--- src/rtl/rf_pkg.sv ---
//==============================================================================
// Module      : rf_pkg
// Description : Shared widths, types and requester indices for the register
//               file writeback arbiter.
// Revision    : 1.0 - initial release
//==============================================================================
`default_nettype none

package rf_pkg;

    localparam int REGISTER_ADDRESS_WIDTH = 5;
    localparam int DATA_WIDTH             = 32;
    localparam int NUM_REQ                = 2;

    localparam int REQ_ALU = 0;
    localparam int REQ_LSU = 1;

    typedef logic [REGISTER_ADDRESS_WIDTH-1:0] rf_addr_t;
    typedef logic [DATA_WIDTH-1:0]             rf_data_t;

endpackage

`default_nettype wire

--- src/rtl/rf_wb_arbiter_if.sv ---
//==============================================================================
// Module      : rf_wb_arbiter_if
// Description : Writeback request bus (two requesters) and register file write
//               port. master = requester/regfile side, slave = arbiter.
// Revision    : 1.0 - initial release
//==============================================================================
`default_nettype none

interface rf_wb_arbiter_if #(
    parameter int REGISTER_ADDRESS_WIDTH = rf_pkg::REGISTER_ADDRESS_WIDTH,
    parameter int DATA_WIDTH             = rf_pkg::DATA_WIDTH
);

    logic [1:0]                             req_valid;
    logic [1:0]                             req_ready;
    logic [1:0][REGISTER_ADDRESS_WIDTH-1:0] req_address;
    logic [1:0][DATA_WIDTH-1:0]             req_data;

    logic                                   rf_we;
    logic [REGISTER_ADDRESS_WIDTH-1:0]      rf_address;
    logic [DATA_WIDTH-1:0]                  rf_write_data;

    modport master (
        output req_valid, req_address, req_data,
        input  req_ready, rf_we, rf_address, rf_write_data
    );

    modport slave (
        input  req_valid, req_address, req_data,
        output req_ready, rf_we, rf_address, rf_write_data
    );

endinterface

`default_nettype wire

--- src/rtl/rf_rr_grant2.sv ---
//==============================================================================
// Module      : rf_rr_grant2
// Description : Two-way round-robin grant; one-hot or zero, suppressed by hold.
// Revision    : 1.0 - initial release
//==============================================================================
`default_nettype none

module rf_rr_grant2
    import rf_pkg::*;
(
    input  wire logic [1:0] valid,
    input  wire logic       hold,
    input  wire logic       rr_ptr,
    output logic      [1:0] grant
);

    always_comb begin
        grant = 2'b00;
        if (!hold) begin
            // Only contention consults the pointer; a lone requester always wins.
            if (valid[REQ_ALU] && valid[REQ_LSU]) begin
                grant[rr_ptr] = 1'b1;
            end else begin
                grant = valid;
            end
        end
    end

endmodule

`default_nettype wire

--- src/rtl/rf_wb_arbiter.sv ---
//==============================================================================
// Module      : rf_wb_arbiter
// Description : Arbitrates ALU/LSU writebacks onto one register file write port
//               with a registered (latency 1) write. Optional saturating
//               contention counter enabled by RF_WB_ARBITER_CONFLICT_CNT_EN.
// Revision    : 1.0 - initial release
//==============================================================================
`default_nettype none

module rf_wb_arbiter #(
    parameter int REGISTER_ADDRESS_WIDTH = rf_pkg::REGISTER_ADDRESS_WIDTH,
    parameter int DATA_WIDTH             = rf_pkg::DATA_WIDTH
) (
    input  wire logic      clk,
    input  wire logic      s_reset,
    input  wire logic      hold,
    rf_wb_arbiter_if.slave bus
`ifdef RF_WB_ARBITER_CONFLICT_CNT_EN
    ,
    output logic [15:0]    conflict_count
`endif
);

    logic                              r_rr_ptr;
    logic                              r_rf_we;
    logic [REGISTER_ADDRESS_WIDTH-1:0] r_rf_address;
    logic [DATA_WIDTH-1:0]             r_rf_write_data;

    logic [1:0]                        w_grant;
    logic                              w_xfer;
    logic                              w_sel;
    logic [REGISTER_ADDRESS_WIDTH-1:0] w_sel_address;
    logic [DATA_WIDTH-1:0]             w_sel_data;

    // Reset blocks grants exactly like a stall so nothing transfers during it.
    rf_rr_grant2 u_grant (
        .valid  (bus.req_valid),
        .hold   (hold | s_reset),
        .rr_ptr (r_rr_ptr),
        .grant  (w_grant)
    );

    assign bus.req_ready = w_grant;
    assign w_xfer        = |(bus.req_valid & w_grant);
    assign w_sel         = w_grant[rf_pkg::REQ_LSU];
    assign w_sel_address = bus.req_address[w_sel];
    assign w_sel_data    = bus.req_data[w_sel];

    always_ff @(posedge clk) begin
        if (s_reset) begin
            r_rr_ptr        <= 1'b0;
            r_rf_we         <= 1'b0;
            r_rf_address    <= '0;
            r_rf_write_data <= '0;
        end else begin
            // Writes to register 0 are consumed but never reach the file.
            r_rf_we <= w_xfer && (w_sel_address != '0);
            if (w_xfer) begin
                r_rf_address    <= w_sel_address;
                r_rf_write_data <= w_sel_data;
                r_rr_ptr        <= ~w_sel;
            end
        end
    end

    assign bus.rf_we         = r_rf_we;
    assign bus.rf_address    = r_rf_address;
    assign bus.rf_write_data = r_rf_write_data;

`ifdef RF_WB_ARBITER_CONFLICT_CNT_EN
    logic [15:0] r_conflict_count;
    logic        w_conflict;

    assign w_conflict = (&bus.req_valid) & ~hold;

    always_ff @(posedge clk) begin
        if (s_reset) begin
            r_conflict_count <= 16'h0000;
        end else if (w_conflict && (r_conflict_count != 16'hFFFF)) begin
            r_conflict_count <= r_conflict_count + 16'h0001;
        end
    end

    assign conflict_count = r_conflict_count;
`endif

endmodule

`default_nettype wire

--- src/flat_wrapper.sv ---
// flat-port wrapper written by rule: the top's interface ports become plain ports
module rf_wb_arbiter_flat 
#(
    parameter int REGISTER_ADDRESS_WIDTH = rf_pkg::REGISTER_ADDRESS_WIDTH,
    parameter int DATA_WIDTH             = rf_pkg::DATA_WIDTH
)
  (clk, s_reset, hold, bus_req_valid, bus_req_address, bus_req_data, bus_req_ready, bus_rf_we, bus_rf_address, bus_rf_write_data);
  rf_wb_arbiter_if #(.REGISTER_ADDRESS_WIDTH(REGISTER_ADDRESS_WIDTH), .DATA_WIDTH(DATA_WIDTH)) bus_i ();
  input  wire logic clk;
  input  wire logic s_reset;
  input  wire logic hold;
  input wire logic [$bits(bus_i.req_valid)-1:0] bus_req_valid;
  input wire logic [$bits(bus_i.req_address)-1:0] bus_req_address;
  input wire logic [$bits(bus_i.req_data)-1:0] bus_req_data;
  output wire logic [$bits(bus_i.req_ready)-1:0] bus_req_ready;
  output wire logic [$bits(bus_i.rf_we)-1:0] bus_rf_we;
  output wire logic [$bits(bus_i.rf_address)-1:0] bus_rf_address;
  output wire logic [$bits(bus_i.rf_write_data)-1:0] bus_rf_write_data;
  assign bus_i.req_valid = bus_req_valid;
  assign bus_i.req_address = bus_req_address;
  assign bus_i.req_data = bus_req_data;
  assign bus_req_ready = bus_i.req_ready;
  assign bus_rf_we = bus_i.rf_we;
  assign bus_rf_address = bus_i.rf_address;
  assign bus_rf_write_data = bus_i.rf_write_data;
  rf_wb_arbiter #(.REGISTER_ADDRESS_WIDTH(REGISTER_ADDRESS_WIDTH), .DATA_WIDTH(DATA_WIDTH)) u_core (.clk(clk), .s_reset(s_reset), .hold(hold), .bus(bus_i));
endmodule
--- config.mk ---
export PLATFORM = sky130hd
export DESIGN_NAME = rf_wb_arbiter_flat
export DESIGN_NICKNAME = d
export VERILOG_FILES = /design/src/rtl/rf_pkg.sv /design/src/rtl/rf_wb_arbiter_if.sv /design/src/rtl/rf_rr_grant2.sv /design/src/rtl/rf_wb_arbiter.sv /design/src/flat_wrapper.sv
export SDC_FILE = /design/constraint.sdc
export NUM_CORES = 1
export LEC_CHECK = 0
export ABC_AREA = 1
export CORE_MARGIN = 1.5
export CORE_UTILIZATION = 39
export DETAILED_ROUTE_END_ITERATION = 7
export MAX_ROUTING_LAYER = met4
export PLACE_DENSITY = 0.85
export SKIP_LAST_GASP = 1
export SLEW_MARGIN = 10
export SYNTH_ARGS = -nofsm -noshare
export SYNTH_HDL_FRONTEND = slang
export SYNTH_SLANG_ARGS = --single-unit
--- constraint.sdc ---
create_clock -name clk -period 2.7 [get_ports clk]
set_clock_uncertainty 0.05 [all_clocks]
set_input_delay 0.27 -clock clk [delete_from_list [all_inputs] [get_ports clk]]
set_output_delay 0.27 -clock clk [all_outputs]
set_load 0.005 [all_outputs]
# == Word level (Yosys, flattened, before mapping) ==
# Cells that the tools add are included.
# op_classes
order_cmp,3
mux,8
bitwise,3
n_reduce_logical,5
# op_table
op,n
2-to-1 mux 32 bit,2
2-to-1 mux 5 bit,2
nonzero test 5 bit,1
less-than comparator 1 x 2 -> 1 bit (second input constant),2
2-to-1 mux 2 bit,2
logical AND 1 bit,3
bitwise AND 2 bit,1
OR reduction 2 bit,1
demux 1 bit (select 1 bit),1
>= comparator 1 bit (second input constant),1
2-to-1 mux 1 bit,1
inverter 1 bit,1
bitwise OR 1 bit,1
# word_totals
ff_bits,39
wordCells,23

# == Logic depth before layout (Yosys ltp) ==
# Gate-level depths: netlist of the first run.
# depth
depth_word,10
mapped_depth,9

# == By module ==
# Synthesis of the first run repeated with hierarchy kept, for this count alone.
# hier_totals
cells_unflattened,303
area_unflattened_um2,1861.8
# modules_own_cells
mod,instances,cells_each,area_per_inst_um2,seq_area_each_um2
rf_wb_arbiter,1,294,1828.0,780.7
rf_rr_grant2,1,9,33.8,0.0

# == Worst setup path before layout of the first run ==
# OpenSTA, ideal clock, no wires.
# synth_timing
path_kind,reg-to-reg
start,register u_core.r_rr_ptr
end,register u_core.r_rf_write_data[31] (netlist: u_core.bus.rf_write_data[31])
setup_ps,115
arrival_time_ps,1023
t_required_ps,2535
setup_slack_ps,1512
path_stages_with_launch,10
synth_period_minus_slack_ps,1188
cell_sequence,dfxtp_1 > inv_1 > nand2_1 > nand3_4 > clkinv_2 > buf_6 > nand2_1 > nand3_1 > o211ai_1 > inv_2
# synth_between
elab_chain_cells,8
elab_cells_between_ends,11
classes_between,2 x order compare; 6 x mux; 1 x bitwise; 2 x reduce/logical
# synth_lines
element,line_no,source
"start, declared",rf_wb_arbiter.sv:24,logic r_rr_ptr;
"start signal, assigned",rf_wb_arbiter.sv:61,r_rr_ptr <= ~w_sel;
less-than comparator 1 x 2 -> 1 bit (not written as such) or >= comparator 1 bit (tied branches),rf_rr_grant2.sv:22,grant[rr_ptr] = 1'b1;
logical AND 1 bit (not written as such),rf_rr_grant2.sv:22,
2-to-1 mux 1 bit (not written as such),rf_rr_grant2.sv:22,
demux 1 bit (select 1 bit) *,rf_rr_grant2.sv:22,
2-to-1 mux 2 bit *,rf_rr_grant2.sv:21,if (valid[REQ_ALU] && valid[REQ_LSU]) begin
2-to-1 mux 2 bit *,rf_rr_grant2.sv:19,if (!hold) begin
2-to-1 mux 32 bit (not written as such) or bitwise AND 2 bit (tied branches),"rf_wb_arbiter.sv:47, rf_wb_arbiter.sv:44",
2-to-1 mux 32 bit (not written as such) or OR reduction 2 bit (tied branches),"rf_wb_arbiter.sv:47, rf_wb_arbiter.sv:44",
"end signal, assigned",rf_wb_arbiter.sv:60,r_rf_write_data <= w_sel_data;
"end, declared",rf_wb_arbiter.sv:27,logic [DATA_WIDTH-1:0] r_rf_write_data;
# Every way passes the cells marked *; elsewhere a longest branch is shown, timed or not. The select of a mux whose other input is x is not followed.
# A chain may end at the register's enable or synchronous reset.

# == Worst setup path after layout of the first run ==
# layout_timing
start,input s_reset
end,output bus_req_ready[1]
# layout_between
elab_chain_cells,2
# layout_lines
element,line_no,source
"start, declared",flat_wrapper.sv:10,input wire logic s_reset;
bitwise OR 1 bit,rf_wb_arbiter.sv:38,".hold (hold | s_reset),"
2-to-1 mux 2 bit,rf_rr_grant2.sv:19,
"end, declared",flat_wrapper.sv:15,output wire logic [$bits(bus_i.req_ready)-1:0] bus_req_ready;
# No other way between the ends.

==> results of run 1 <==
==> state kept, by name, summed over array words and instances (netlist names) <==
| name | flops |
|---|---|
| u_core.bus.rf_address | 5 |
| u_core.bus.rf_we | 1 |
| u_core.bus.rf_write_data | 32 |
| u_core.r_rr_ptr | 1 |
==> cells by family (layout without fill, tap and decap cells) <==
| kind of cell | after synthesis | after routing |
|---|---|---|
| flip-flops | 39 | 39 |
| buffers and inverters | 49 | 161 |
| AND/OR/NAND/NOR | 105 | 105 |
| AO/OA/AOI/OAI | 59 | 59 |
==> cell type report <==
cell class,count,share of cell area (%)
repair buffers,121,38.7
multi-input cells,164,27.0
clock buffers,8,3.22
inverters,32,3.90
flip-flops and latches,39,25.1
well taps,52,2.09
==> power by group <==
part	internal, mW	total, mW	switching, mW
sequential	0.622	0.644	0.0227
clock	0.233	0.423	0.189
combinational	0.220	0.341	0.121
total	1.07	1.41	0.333
==> cells in the mapped netlist (all sizes together) <==
| cell | instances | area share (%) |
|---|---|---|
| nand4 | 3 | 1.0 |
| a211oi | 1 | 0.40 |
| a21oi | 18 | 4.9 |
| o211ai | 18 | 7.3 |
| buf | 13 | 5.3 |
| o21ai | 5 | 2.0 |
| clkbuf | 4 | 0.81 |
| nor2 | 3 | 1.0 |
| inv | 31 | 6.3 |
| dfxtp | 39 | 42 |
| nand3 | 17 | 5.3 |
| a22oi | 17 | 6.9 |
| clkinv | 1 | 0.27 |
| nand2 | 82 | 17 |
==> per-layer routing <==
metal / routed length [um] / global-route usage [%]
met5: 0 / -
met4: 89 / 5.45
met3: 408 / 6.25
met2: 2560 / 35.9
met1: 2180 / 23.2
==> worst register-to-register path, delay by kind of cell (launching register included) <==
family / cells / cell delay, ns
simple gates: 4 / 0.57
flops: 1 / 0.33
buf+inv: 4 / 0.57
compound gates: 1 / 0.10
==> worst paths after layout <==
check	from	endpoint	slack, ns	cells after the start
min	u_core.bus.rf_write_data[3]	u_core.bus.rf_write_data[3]	0.44	2
max reg2reg	u_core.r_rr_ptr	u_core.bus.rf_write_data[11]	1.02	9
max	s_reset	bus_req_ready[1]	0.53	5
min reg2reg	u_core.bus.rf_write_data[3]	u_core.bus.rf_write_data[3]	0.44	2
==> metrics by stage <==
stage | cell area, sq um | util [%]
2_1_floorplan | 1860 | -
3_3_place_gp | 3010 | 67.3
3_5_place_dp | 3010 | 67.3
4_1_cts | 3110 | 69.5
5_1_grt | 3110 | 69.5
6_report | 3110 | 69.5
==> flow_metrics.env, run 1 <==
export IMPL_status="completed"
export IMPL_gp_congestion=0.784
export IMPL_fin_crit_sh_pct=80.3
export IMPL_yosys_area_share_simple_pct=23.9
export IMPL_cellLeakagePower_nw=1.42
export IMPL_seq_area_frac_synth_pct=42.1
export IMPL_drv_cap=0
export IMPL_cp_start_kind="input pin"
export IMPL_ir_worst_vdd_uv=246
export IMPL_cts_sinks=39
export IMPL_setup_slack_ns=0.532
export IMPL_grt_usage_pct=20.7
export IMPL_worstSetupPathType="in2out"
export IMPL_fillers=391
export IMPL_worst_path_max_delay_cell="clkdlybuf4s50_1"
export IMPL_synth_seq_cells=39
export IMPL_worstPathArrival_ns=1.85
export IMPL_synthXorXnorAreaFrac_pct=0
export IMPL_power_per_cell_area_nw_per_um2=453
export IMPL_dp_hpwl_um=3790
export IMPL_path_cells="clkdlybuf4s50_1, nor2_4, nand3_4, clkinv_2, clkdlybuf4s50_1"
export IMPL_clk_pin_slew_ns=0.08
export IMPL_rsz0062_at_grt="false"
export IMPL_drc=0
export IMPL_crit_path_end_kind="primary output"
export IMPL_grt_pass1_wl_um=8330
export IMPL_rows=24
export IMPL_num_vias=2088
export IMPL_seq_area_sq_um=781
export IMPL_syn_cell_area_sq_um=1860
export IMPL_syn_inst=252
export IMPL_cts_buffers_inserted=5
export IMPL_relSlewSlack_pct=56.7
export IMPL_layout_drive_gt1_share_pct=5.22
export IMPL_root_buffer="clkbuf_8"
export IMPL_dp_cells=408
export IMPL_tightest_slew_ns=0.649
export IMPL_ys_types=21
export IMPL_start_util_pct=41.5
export IMPL_syn_avg_cell_area_sq_um=7.36
export IMPL_synth_fa_ha_area_share_pct=0
export IMPL_maxSlewViolCount=0
export IMPL_overflow=0
export IMPL_antenna_found_initial=0
export IMPL_setup_tns_final_ns=0
export IMPL_core_sq_um=4470
export IMPL_areaGrowthSynthToFinish_pct=67.6
export IMPL_insertion_delay_ns=0.28
export IMPL_cpPeakStageDelay_ns=0.50
export IMPL_io_pins=119
export IMPL_clk_path_buf_depth=2
export IMPL_cts_tree="built"
export IMPL_worstPathRequired_ns=2.38
export IMPL_drt_pass1_iter_count=4
export IMPL_wl_per_cell_um=12.6
export IMPL_fin_crit_ns=2.17
export IMPL_cts_hold_buf=0
export IMPL_finalSetupViolCount=0
export IMPL_cts_setup_buffers=0
export IMPL_routed_wl_um=5240
export IMPL_layoutNonFillerInstCount=416
export IMPL_die_area_sq_um=5180
export IMPL_routed_via_density=5.02
export IMPL_finalPower_mw=1.41
export IMPL_crit_path_max_fanout=20
export IMPL_first_iter_violations=80
export IMPL_cts_resized=0
export IMPL_multi_input_area_sq_um=840
export IMPL_fmax_mhz=461
export IMPL_ant_nets=0
export IMPL_grt_pass1_vias=1966
export IMPL_cp_buffers_inverters=3
export IMPL_pre_cts_ws_ns=0.518
export IMPL_die_width_um=72.0
export IMPL_crit_family="buffers and inverters"
export IMPL_synthMuxAreaShare_pct=0
export IMPL_die_y_um=72.0
export IMPL_grt_max_degree=40
export IMPL_hold_viol_final=0
export IMPL_min_path_type="reg2reg"
export IMPL_layout_commonest_cell="clkdlybuf4s50_1"
export IMPL_htree_levels=2
export IMPL_path_common_cell="clkdlybuf4s50_1"
export IMPL_synth_compound_area_share_pct=21.4
export IMPL_numPortBuffers=118
export IMPL_yosysWarningCount=0
export IMPL_final_cell_mix="118 x clkdlybuf4s50_1, 82 x nand2_1, 39 x dfxtp_1"
export IMPL_syn_nets=331
export IMPL_nets=442
export IMPL_n_antenna_cell=0
export IMPL_synth_top_family_by_area="simple AND/OR/NAND/NOR gates"
export IMPL_fin_hold_ws_ns=0.435
(Power assumes the default switching activity.)
==> run 2: changes to the inputs <==
--- a/config.mk
+++ b/config.mk
@@ -7,10 +7,10 @@
 export LEC_CHECK = 0
 export ABC_AREA = 1
 export CORE_MARGIN = 1.5
-export CORE_UTILIZATION = 39
+export CORE_UTILIZATION = 36
 export DETAILED_ROUTE_END_ITERATION = 7
 export MAX_ROUTING_LAYER = met4
-export PLACE_DENSITY = 0.85
+export PLACE_DENSITY = 0.8
 export SKIP_LAST_GASP = 1
 export SLEW_MARGIN = 10
 export SYNTH_ARGS = -nofsm -noshare
==> constraint.sdc (replaced) <==
create_clock -name clk -period 2.08 [get_ports clk]
set_clock_uncertainty 0.05 [all_clocks]
set_input_delay 0.208 -clock clk [delete_from_list [all_inputs] [get_ports clk]]
set_output_delay 0.208 -clock clk [all_outputs]
set_load 0.005 [all_outputs]
==> run 2 against run 1 <==
  * Power grew 31%
  * Sequential power grew 30%
  * Setup slack lost 0.35 ns
  * Critical path type unchanged
  * Die area grew 8.0%
  * Hold slack gained 0.00092 ns
  * Global-route usage shrank 0.80 points
  * Cell area grew 3.1%
  * Non-clock buffer count grew 7
==> flow_metrics.env, run 2 (same netlist as run 1, synthesis figures left out) <==
export IMPL_wl_per_cell_um=12.0
export IMPL_gp_congestion=0.686
export IMPL_maxSlewViolCount=0
export IMPL_drv_cap=0
export IMPL_rsz0062_at_grt="false"
export IMPL_ir_worst_vdd_uv=334
export IMPL_die_width_um=74.8
export IMPL_nets=449
export IMPL_min_path_cells=3
export IMPL_areaGrowthSynthToFinish_pct=72.8
export IMPL_cts_setup_buffers=0
export IMPL_first_iter_violations=71
export IMPL_crit_path_max_fanout=6
export IMPL_clk_pin_slew_ns=0.07
export IMPL_hold_viol_final=0
export IMPL_antenna_found_initial=0
export IMPL_cts_buffers_inserted=5
export IMPL_place_area_sq_um=3110
export IMPL_drc=0
export IMPL_rows=25
export IMPL_grt_pass1_vias=1951
export IMPL_setup_slack_ns=0.177
export IMPL_p_sw_uw=442
export IMPL_ant_nets=0
export IMPL_pre_cts_ws_ns=0.173
export IMPL_holdPathEnd="u_core.bus.rf_write_data[7]"
export IMPL_dp_cells=430
export IMPL_p_clk_share_pct=30.1
export IMPL_rr_endpoint="u_core.bus.rf_we"
export IMPL_seq_area_sq_um=781
export IMPL_core_sq_um=4850
export IMPL_worstSetupPathType="in2out"
export IMPL_largest_reg_flops=32
export IMPL_drt_pass1_iter_count=4
export IMPL_io_pins=119
export IMPL_p_sw_share_pct=23.9
export IMPL_reg2regPathDepth=9
export IMPL_cp_start_kind="input pin"
export IMPL_layout_commonest_cell="clkdlybuf4s50_1"
export IMPL_layout_drive_gt1_share_pct=7.01
export IMPL_min_path_type="in2reg"
export IMPL_root_buffer="clkbuf_8"
export IMPL_num_vias=2083
export IMPL_start_util_pct=38.3
export IMPL_clk_path_buf_depth=2
export IMPL_fin_crit_ns=1.90
export IMPL_htree_levels=2
export IMPL_tightest_slew_ns=0.387
export IMPL_status="completed"
export IMPL_die_y_um=74.8
export IMPL_fin_crit_sh_pct=91.5
export IMPL_combPwrFrac_pct=24.7
export IMPL_worstPathRequired_ns=1.82
export IMPL_hold_start="bus_req_data[7]"
export IMPL_layoutNonFillerInstCount=438
export IMPL_cts_sinks=39
export IMPL_grt_max_degree=40
export IMPL_grt_usage_pct=19.9
export IMPL_reg2reg_from="u_core.r_rr_ptr"
export IMPL_cts_resized=0
export IMPL_cellLeakagePower_nw=1.46
export IMPL_overflow=0
export IMPL_dp_hpwl_um=3990
export IMPL_grt_pass1_wl_um=8400
export IMPL_final_area_sq_um=3210
export IMPL_routed_via_density=4.76
export IMPL_multi_input_area_sq_um=840
export IMPL_n_antenna_cell=0
export IMPL_finalPower_mw=1.85
export IMPL_cts_hold_buf=0
export IMPL_die_area_sq_um=5590
export IMPL_cts_tree="built"
export IMPL_crit_path_end_kind="primary output"
export IMPL_relSlewSlack_pct=74.2
export IMPL_setup_tns_final_ns=0
export IMPL_numPortBuffers=118
export IMPL_fmax_mhz=526
export IMPL_rrSetupSlack_ns=0.68
export IMPL_power_per_cell_area_nw_per_um2=577
export IMPL_insertion_delay_ns=0.28
export IMPL_finalSetupViolCount=0
export IMPL_power_share_sequential_pct=45.2
export IMPL_final_cell_mix="118 x clkdlybuf4s50_1, 82 x nand2_1, 39 x dfxtp_1"
export IMPL_routed_wl_um=5250
export IMPL_worstPathArrival_ns=1.64
export IMPL_p_int_mw=1.41
export IMPL_fillers=437
[run 2: changes by cell type in the layout (fill, tap and decap cells not counted)]
cell | previous run | this run
buf_4 | 3 | 8
buf_12 | 0 | 2
[run 2: final cells by class]
cell class | instances | area share, %
clock buffer | 8 | 3.12
inverter | 32 | 3.78
sequential | 39 | 24.3
multi-input combinational | 164 | 26.2
timing repair buffer | 128 | 40.0
tap | 67 | 2.61
[run 2: power groups by stage]
stage	combinational [mW]	sequential [mW]	clock, mW
2_1_floorplan	0.153	0.857	0
3_3_place_gp	0.455	0.851	0
3_5_place_dp	0.463	0.852	0
4_1_cts	0.465	0.836	0.571
5_1_grt	0.506	0.844	0.592
6_report	0.458	0.836	0.556
[run 2: how the worst max path moves through the flow]
stage                               start                           end  slack, ns  cells after the start
after global placement            s_reset              bus_req_ready[0]       0.17                      5
after floorplan           u_core.r_rr_ptr  u_core.bus.rf_write_data[31]       0.89                      9
final                             s_reset              bus_req_ready[0]       0.18                      5
after detailed placement          s_reset              bus_req_ready[0]       0.17                      5
after CTS                         s_reset              bus_req_ready[0]       0.16                      5
after global routing              s_reset              bus_req_ready[0]       0.02                      5
[run 2: critical path: stages]
cell and delay (ns):
clkdlybuf4s50_1 0.46, nor2_4 0.23, nand2_1 0.09, a21oi_1 0.12, clkdlybuf4s50_1 0.53
[run 2: through the flow]
stage / util, % / hold slack [ns]
global route: 66.1 / 0.439
finish: 66.1 / 0.436
global placement: 64.1 / 0.415
floorplan: - / 0.236
CTS: 66.1 / 0.429
detailed placement: 64.1 / 0.428
[run 2: routing by layer]
| metal | GRT usage [%] | wire (um) |
|---|---|---|
| met4 | 4.24 | 44 |
| met2 | 34.1 | 2430 |
| met3 | 6.29 | 537 |
| met5 | - | 0 |
| met1 | 22.8 | 2240 |
==> edit, RTL diff (flow settings as in run 2) <==
Set the package constant `REGISTER_ADDRESS_WIDTH` to 6 (it was 5).
--- a/src/rtl/rf_pkg.sv
+++ b/src/rtl/rf_pkg.sv
@@ -8,7 +8,7 @@
 
 package rf_pkg;
 
-    localparam int REGISTER_ADDRESS_WIDTH = 5;
+    localparam int REGISTER_ADDRESS_WIDTH = 6;
     localparam int DATA_WIDTH             = 32;
     localparam int NUM_REQ                = 2;
 
Interface: changed (resized bus_req_address and bus_rf_address); port bits go from 119 to 122. The function was not compared with the original's and may differ.
==> edit against run 2 <==
Worst setup slack gained 0.042 ns; largest power group unchanged; routed wire length rose by 4.1%; design area is 3.6% higher; highest routed layer unchanged; combinational power is 4% higher; power is 6.1% higher; synthesized area up 3.4%; sequential cell count is 1 higher.
==> edit: results (changes against run 2) <==
<table>
<tr><th>Metric</th><th>Value</th></tr>
<tr><th colspan="2">Worst setup path</th></tr>
<tr><td>Crit Path Max Fanout</td><td>3 (-3)</td></tr>
<tr><td>Worst reg2reg setup slack</td><td>0.60 ns (-0.08 ns)</td></tr>
<tr><td>Depth of the most critical reg-to-reg path</td><td>7 (-2)</td></tr>
<tr><th colspan="2">Pwr</th></tr>
<tr><td>Maximum vdd ir drop</td><td>0.000398 V (+19%)</td></tr>
<tr><td>Leak pwr</td><td>1.51 nW (+3.5%)</td></tr>
<tr><th colspan="2">Placement</th></tr>
<tr><td>HPWL Detailed</td><td>4100 um (+2.8%)</td></tr>
<tr><td>Worst slack at placement</td><td>0.187 ns (+0.0141 ns)</td></tr>
<tr><td>Quantity of I/O buffers inserted on ports</td><td>121 (+2.5%)</td></tr>
<tr><th colspan="2">Global route</th></tr>
<tr><td>Met3 global-route usage</td><td>5.87% (-0.42 points)</td></tr>
<tr><td>Maximum number of pins on one net before global-route repair</td><td>39 (-2.5%)</td></tr>
<tr><td>Met2 routing resource usage after global routing</td><td>34.4% (+0.29 points)</td></tr>
<tr><td>Global routing usage summed across all routing layers</td><td>20.6% (+0.74 points)</td></tr>
<tr><td>Wire length of the first global-routing pass</td><td>9470 um (+13%)</td></tr>
<tr><td>Global-route met1 utilization</td><td>24.5% (+1.7 points)</td></tr>
<tr><th colspan="2">Timing</th></tr>
<tr><td>Max_slew headroom</td><td>78.8% (+4.6 points)</td></tr>
<tr><td>Slack of the critical path</td><td>0.219 ns (+0.0417 ns)</td></tr>
<tr><td>Smallest hold slack</td><td>0.419 ns (-0.0170 ns)</td></tr>
<tr><th colspan="2">Hold path</th></tr>
<tr><td>Hold worst-path end</td><td>u_core.bus.rf_write_data[25]$_SDFFE_PP0P_</td></tr>
<tr><td>Start point of the worst hold path</td><td>bus_req_data[25]</td></tr>
<tr><th colspan="2">Routing</th></tr>
<tr><td>Overall via count from detail_route</td><td>2123 (+1.9%)</td></tr>
<tr><td>Total length of routed wires</td><td>5460 um (+4.1%)</td></tr>
<tr><th colspan="2">Synth</th></tr>
<tr><td>Number of distinct library cells after synthesis</td><td>23 (+9.5%)</td></tr>
<tr><td>Compound-cell area share of the yosys netlist</td><td>22.0% (+0.59 points)</td></tr>
<tr><td>Part of the Yosys area used for sequential elements</td><td>41.7% (-0.36 points)</td></tr>
<tr><th colspan="2">Final layout</th></tr>
<tr><td>Area Overhead vs Synth</td><td>73.1%</td></tr>
<tr><td>NumNets Final</td><td>463 (+3.1%)</td></tr>
<tr><th colspan="2">Run status</th></tr>
<tr><td>Outcome</td><td>complete, no violations</td></tr>
</table>
## edit: tightest hold or removal path, stage by stage
cell and delay, ns:
clkdlybuf4s50_1 0.39, nand2_1 0.06, a22oi_1 0.06
## edit: area by class of cell
class | instances | area share [%]
inverter | 33 | 3.80
tap | 70 | 2.64
multi-input combinational | 170 | 26.5
sequential | 40 | 24.1
timing repair buffer | 132 | 39.7
clock inverter | 2 | 1.05
clock buffer | 6 | 2.18
## edit: power groups by stage
stage          clock, mW  combinational [mW]  sequential (mW)
2_1_floorplan          0               0.160            0.881
3_3_place_gp           0               0.472            0.874
3_5_place_dp           0               0.479            0.876
4_1_cts            0.644               0.481            0.859
5_1_grt            0.686               0.521            0.867
6_report           0.628               0.476            0.859
## edit: kinds of logic after synthesis
family | after synthesis
compound gates | 61
buf+inv | 52
flops | 40
simple gates | 109
